## src/rtl/chromosome_load_sequencer.sv

```systemverilog
// chromosome_load_sequencer: assembles a chromosome description from load words, drives the
// processing start/done handshake and presents captured error sums on a valid/ready result port.
//  iClock / iResetN          clock, asynchronous active-low reset
//  iClear                    abort partial load (LOAD) or drop result (RESULT)
//  iWordData/iWordValid      load word stream, oWordReady accepts
//  oChromDescription         assembled NUM_WORDS*WORD_W description
//  oStartProcessing          start request, iReadyToProcess accepts
//  iDoneProcessing           completion, iErrorSums captured on it
//  oDoneProcessingFeedback   one-cycle acknowledge of completion
//  oResultValid/iResultReady result handshake for oErrorSums/oTotalError
//  oChromCount               consumed results, wraps
//  oState                    LOAD=0, START=1, WAIT_DONE=2, RESULT=3
module chromosome_load_sequencer #(
  parameter int WORD_W    = 32,
  parameter int NUM_WORDS = 31,
  parameter int CNT_W     = 16
) (
  input  logic                        iClock,
  input  logic                        iResetN,
  input  logic                        iClear,
  input  logic [WORD_W-1:0]           iWordData,
  input  logic                        iWordValid,
  output logic                        oWordReady,
  output logic [NUM_WORDS*WORD_W-1:0] oChromDescription,
  output logic                        oStartProcessing,
  input  logic                        iReadyToProcess,
  input  logic                        iDoneProcessing,
  input  logic [7:0][31:0]            iErrorSums,
  output logic                        oDoneProcessingFeedback,
  output logic                        oResultValid,
  input  logic                        iResultReady,
  output logic [7:0][31:0]            oErrorSums,
  output logic [31:0]                 oTotalError,
  output logic [CNT_W-1:0]            oChromCount,
  output logic [1:0]                  oState
);
  localparam int IDX_W = $clog2(NUM_WORDS);
  typedef enum logic [1:0] {LOAD = 2'd0, START = 2'd1, WAIT_DONE = 2'd2, RESULT = 2'd3} tState;
  tState state, nextState;
  logic [IDX_W-1:0] idx;
  logic wordFire, lastWord, doneFire;
  logic [34:0] sumAll;
  assign lastWord = idx == IDX_W'(NUM_WORDS - 1);
  // Clear has priority over a simultaneous word handshake.
  assign wordFire = state == LOAD && iWordValid && !iClear;
  assign doneFire = state == WAIT_DONE && iDoneProcessing;
  assign oState   = state;
  always_comb begin
    nextState        = state;
    oWordReady       = 1'b0;
    oStartProcessing = 1'b0;
    oResultValid     = 1'b0;
    case (state)
      LOAD: begin
        oWordReady = 1'b1;
        if (wordFire && lastWord) nextState = START;
      end
      START: begin
        oStartProcessing = 1'b1;
        if (iReadyToProcess) nextState = WAIT_DONE;
      end
      WAIT_DONE: if (iDoneProcessing) nextState = RESULT;
      RESULT: begin
        oResultValid = 1'b1;
        if (iClear || iResultReady) nextState = LOAD;
      end
      default: nextState = LOAD;
    endcase
  end
  // 35 bits hold the sum of eight 32-bit values without overflow.
  always_comb begin
    sumAll = '0;
    for (int i = 0; i < 8; i++) sumAll = sumAll + 35'(iErrorSums[i]);
  end
  always_ff @(posedge iClock or negedge iResetN) begin
    if (!iResetN) begin
      state                   <= LOAD;
      idx                     <= '0;
      oChromDescription       <= '0;
      oErrorSums              <= '0;
      oTotalError             <= '0;
      oChromCount             <= '0;
      oDoneProcessingFeedback <= 1'b0;
    end else begin
      state                   <= nextState;
      oDoneProcessingFeedback <= doneFire;
      if (state == LOAD && iClear) idx <= '0;
      else if (wordFire) begin
        oChromDescription[idx*WORD_W +: WORD_W] <= iWordData;
        idx <= lastWord ? '0 : idx + 1'b1;
      end
      if (doneFire) begin
        oErrorSums  <= iErrorSums;
        oTotalError <= |sumAll[34:32] ? 32'hFFFF_FFFF : sumAll[31:0];
      end
      if (state == RESULT && iResultReady && !iClear) oChromCount <= oChromCount + 1'b1;
    end
  end
endmodule
```

## config.mk

```make
export PLATFORM = sky130hd
export DESIGN_NAME = chromosome_load_sequencer
export DESIGN_NICKNAME = d
export VERILOG_FILES = /design/src/rtl/chromosome_load_sequencer.sv
export SDC_FILE = /design/constraint.sdc
export NUM_CORES = 2
export LEC_CHECK = 0
export BUFFER_PORTS_ARGS = -buffer_cell sky130_fd_sc_hd__buf_2
export CORE_AREA = 2 2 618 620
export DETAILED_ROUTE_END_ITERATION = 16
export DIE_AREA = 0 0 620 622
export GPL_ROUTABILITY_DRIVEN = 0
export PLACE_DENSITY = 0.37
export SLEW_MARGIN = 20
export SYNTH_ARGS = -nofsm -noshare
export SYNTH_HDL_FRONTEND = slang
export SYNTH_SLANG_ARGS = --single-unit
```

## constraint.sdc

```tcl
create_clock -name iClock -period 5.3 [get_ports iClock]
set_clock_uncertainty 0.1 [all_clocks]
set_input_delay 1.06 -clock iClock [delete_from_list [all_inputs] [get_ports iClock]]
set_output_delay 1.06 -clock iClock [all_outputs]
set_load 0.005 [all_outputs]
```

==> metrics.csv <==
metric,value,unit
outcome,finished with violations,
violated checks,setup timing,
worst slew margin relative to its limit,22.4,%
residual antenna-violating net count after detailed routing,0,
number of setup violations in the final report,21,
number of standard cells after synthesis,5583,
number of standard-cell rows in the floorplan,226,
post-synthesis async set-or-reset flop share,100,%
areal power density over the cells,507,nW/um^2
global-route wire length before repair,485000,um
Startpoint Class,input pin,
area of the multi-input gates,20400,um^2
post-CTS clock slew at the launch and capture registers of the worst setup and hold paths,0.07,ns
number of warning messages in the yosys log,0,
cell family with the largest share of critical-path delay,adder cells,
Ports,1597,
peak clock frequency supported by timing,187,MHz
final cell area excluding filler cells,77200,um^2
DR DRC count,0,
setup tns final,-0.491,ns
DR pass1 iterations,6,
share of the synthesized area in the top cell type,59.1,%
CTS Buf Count,171,
post-synthesis instance area,55200,um^2
H-Tree Depth,4,
antenna violations before repair,84,
gr usage total,18.7,%
final setup margin,-0.0425,ns
DPL Wire Length,294000,um
setup slack at placement,-0.863,ns
filler-free cell count of the finished design,12500,
Die ar.,386000,um^2
RSZ-0062 raised after global routing,yes,
cell type with the highest aggregate area in the netlist,sky130_fd_sc_hd__dfrtp_1,
pin count of the biggest net entering global routing,214,
layout cells sized above 1,31.8,%
vias in the first global route,49000,
number of flops mapped to enable cells by yosys,0,
clock root buffer master,sky130_fd_sc_hd__clkbuf_16,
average cell area after synthesis,9.89,um^2
total number of vias,49900,
x dimension of the die,620,um
CTS tree,yes,
element type at the critical path end,flop,
worst endpoint required time,5.89,ns
leak pwr,38.6,nW
initial drt markers,4153,
number of pins exceeding their max-slew limit in the final report,0,
flip-flop and latch area,32600,um^2
Final #Nets,7887,
total congestion overflow,0,
starting utilization of the core area,14.6,%
"slowest stage delay, CP",0.52,ns
slew at the pin closest to its max-slew limit,1.16,ns
hold buffers post-CTS,0,
buffer depth of the longest clock path,4,
Final Critical Period,5.34,ns
quantity of I/O buffers inserted on ports,1596,
ranking of synthesized cells by area,"sky130_fd_sc_hd__dfrtp_1, sky130_fd_sc_hd__nand2_1, sky130_fd_sc_hd__o21ai_0, sky130_fd_sc_hd__fa_1, sky130_fd_sc_hd__clkbuf_1",
final worst-path cycle share,101,%
Post-Synthesis Net Count,6113,
worst path cell trace,"buf_2, inv_1, fa_1, inv_1, fa_1, inv_1, fa_1, fa_1, inv_1, ha_1, nand2_1, nor3_1, o21ai_2, nand3_2, a211o_4, a31oi_4, mux2_4, nor4_4, buf_6, clkbuf_16, a21oi_4",
dpl cells,12200,
unique cell type count in the Yosys netlist,63,
post-detailed-placement cell area,71400,um^2
kind of path behind the tightest hold check,in -> async,
Setup CP Type,in -> reg,
signal arrival time at the worst endpoint,5.93,ns
post-DR vias/cell,3.99,
"slowest stage cell, crit path",sky130_fd_sc_hd__fa_1,
later-pin clock latency in the skew report,0.88,ns
average wire per cell in the routed design,29.9,um
ys flop type,sky130_fd_sc_hd__dfrtp_1,
Worst Path Buf+Inv,7,
die boundary height,622,um
CTS sink cnt,1304,
number of filler instances in the final layout,42200,
"Max FO, Critical Path",7,
synthesis-stage register bit count,1304,
largest vdd supply drop,0.445,mV
area of the placeable core,378000,um^2
proportion of synthesized chip area in sequential cells,59.1,%
count of maximum capacitance violations,0,
drt total wl,375000,um
Area Growth Syn to Fin,39.8,%
number of failing hold endpoints at the final stage,0,
[worst register-to-register path, stage by stage, from the launching register on]
cell and delay (ns):
sky130_fd_sc_hd__dfrtp_1 0.61, sky130_fd_sc_hd__inv_1 0.24, sky130_fd_sc_hd__ha_1 0.27, sky130_fd_sc_hd__nand2b_1 0.23
sky130_fd_sc_hd__nor2_1 0.08, sky130_fd_sc_hd__ha_1 0.28, sky130_fd_sc_hd__nor2_1 0.13, sky130_fd_sc_hd__nand2_1 0.08
sky130_fd_sc_hd__nor3_1 0.74, sky130_fd_sc_hd__nand2_2 0.81, sky130_fd_sc_hd__buf_4 0.50, sky130_fd_sc_hd__nand2_1 0.09
sky130_fd_sc_hd__o21ai_0 0.08
[report_power, final]
part	total (mW)	switching, mW	internal, mW
logic	15.5	9.87	5.62
registers	11.8	0.747	11.0
clock network	11.9	5.13	6.73
total	39.1	15.7	23.4
[metal layers]
| layer | global-route usage (%) | part of all wire, % | up-vias |
|---|---|---|---|
| li1 | - | - | 21700 |
| met1 | 23.7 | 41 | 25600 |
| met2 | 29.1 | 45 | 2129 |
| met3 | 6.65 | 9.9 | 498 |
| met4 | 7.14 | 4.3 | 0 |
| met5 | 0 | 0 | - |
[kinds of logic (layout without fill, tap and decap cells)]
logic type / after synthesis / in the layout / synth area share (%)
AND/OR/NAND/NOR: 2045 / 2045 / 14.6
AO/OA/AOI/OAI: 1219 / 1219 / 11.9
flip-flops: 1304 / 1304 / 59.1
buffers and inverters: 681 / 2581 / 4.67
adder cells (fa/ha/maj): 235 / 235 / 7.92
other: 0 / 20 / 0
multiplexers: 52 / 52 / 1.06
XOR/XNOR: 47 / 47 / 0.745
[timing repair]
action | in CTS | in global routing
resized for setup | 0 | 44
buffers inserted | 0 | 2
setup endpoints to repair | 0 | 32
[placed cells by master, fill, tap and decap left out, types with 43 or more instances in the layout]
cell                           n
sky130_fd_sc_hd__buf_2      1589
sky130_fd_sc_hd__o31ai_1      94
sky130_fd_sc_hd__mux2_2       50
sky130_fd_sc_hd__clkbuf_1     43
sky130_fd_sc_hd__nor2_1       54
sky130_fd_sc_hd__o21ai_0     986
sky130_fd_sc_hd__fa_1        188
sky130_fd_sc_hd__dfrtp_1    1304
sky130_fd_sc_hd__clkbuf_16   173
sky130_fd_sc_hd__nand3_1     163
sky130_fd_sc_hd__inv_1       321
sky130_fd_sc_hd__nand2_1    1731
sky130_fd_sc_hd__buf_4       337
[synthesized netlist by cell type, types with 4 or more instances]
cell                       instances
sky130_fd_sc_hd__a21o_1            8
sky130_fd_sc_hd__a31oi_1           5
sky130_fd_sc_hd__xor2_1           21
sky130_fd_sc_hd__o21ai_0         987
sky130_fd_sc_hd__dfrtp_1        1304
sky130_fd_sc_hd__nand2b_1          8
sky130_fd_sc_hd__and3_1            8
sky130_fd_sc_hd__nand3_1         166
sky130_fd_sc_hd__nor2b_1           5
sky130_fd_sc_hd__a22o_1           16
sky130_fd_sc_hd__ha_1             44
sky130_fd_sc_hd__nand2_1        1760
sky130_fd_sc_hd__mux2_2           50
sky130_fd_sc_hd__clkbuf_1        336
sky130_fd_sc_hd__o31ai_1          95
sky130_fd_sc_hd__inv_1           329
sky130_fd_sc_hd__a21oi_1          63
sky130_fd_sc_hd__nor3_1           11
sky130_fd_sc_hd__o21ai_1           4
sky130_fd_sc_hd__buf_1            11
sky130_fd_sc_hd__xnor2_1          26
sky130_fd_sc_hd__fa_1            191
sky130_fd_sc_hd__nor2_1           61
sky130_fd_sc_hd__a21oi_2           5
sky130_fd_sc_hd__o21bai_1          6
sky130_fd_sc_hd__o21a_1            4
[worst paths after layout]
kind	start	endpoint	slack [ns]	cells past startpoint
worst min register to register	oChromDescription[198]$_DFFE_PN0P_	oChromDescription[198]$_DFFE_PN0P_	0.37	2
worst max-delay path	iErrorSums[46]	oTotalError[11]$_DFFE_PN0P_	-0.04	21
worst min-delay path	iResetN	oErrorSums[52]$_DFFE_PN0P_	0.06	1
worst max register to register	idx[0]$_DFFE_PN0P_	oChromDescription[896]$_DFFE_PN0P_	0.95	12
max in group asynchronous	iResetN	oChromDescription[609]$_DFFE_PN0P_	3.49	2
min in group iClock	iErrorSums[89]	oErrorSums[89]$_DFFE_PN0P_	0.35	3
[metrics by stage]
| stage | util, % | hold WS (ns) | power [mW] |
|---|---|---|---|
| global placement | 18.9 | 0.355 | 26.9 |
| floorplan | - | 0.368 | 18.2 |
| detailed placement | 18.9 | 0.359 | 26.9 |
| global route | 20.4 | 0.0498 | 41.1 |
| CTS | 20.3 | 0.0590 | 39.0 |
| finish | 20.4 | 0.0562 | 39.1 |
[final cells by class]
class                           instances  share of cell area [%]
Inverter                              329                    1.63
Sequential cell                      1304                    42.3
Antenna cell                           20                  0.0648
Clock inverter                         53                   0.830
Tap cell                             5016                    8.13
Clock buffer                          246                    6.32
Multi-Input combinational cell       3598                    26.5
Timing Repair Buffer                 1953                    14.3
[state kept, by name, summed over array words and instances, names as in the netlist]
name                     count
idx                          5
oChromCount                 16
oChromDescription          992
oDoneProcessingFeedback      1
oErrorSums                 256
oState                       2
oTotalError                 32
No activity file was read; power rests on OpenSTA's default activity.
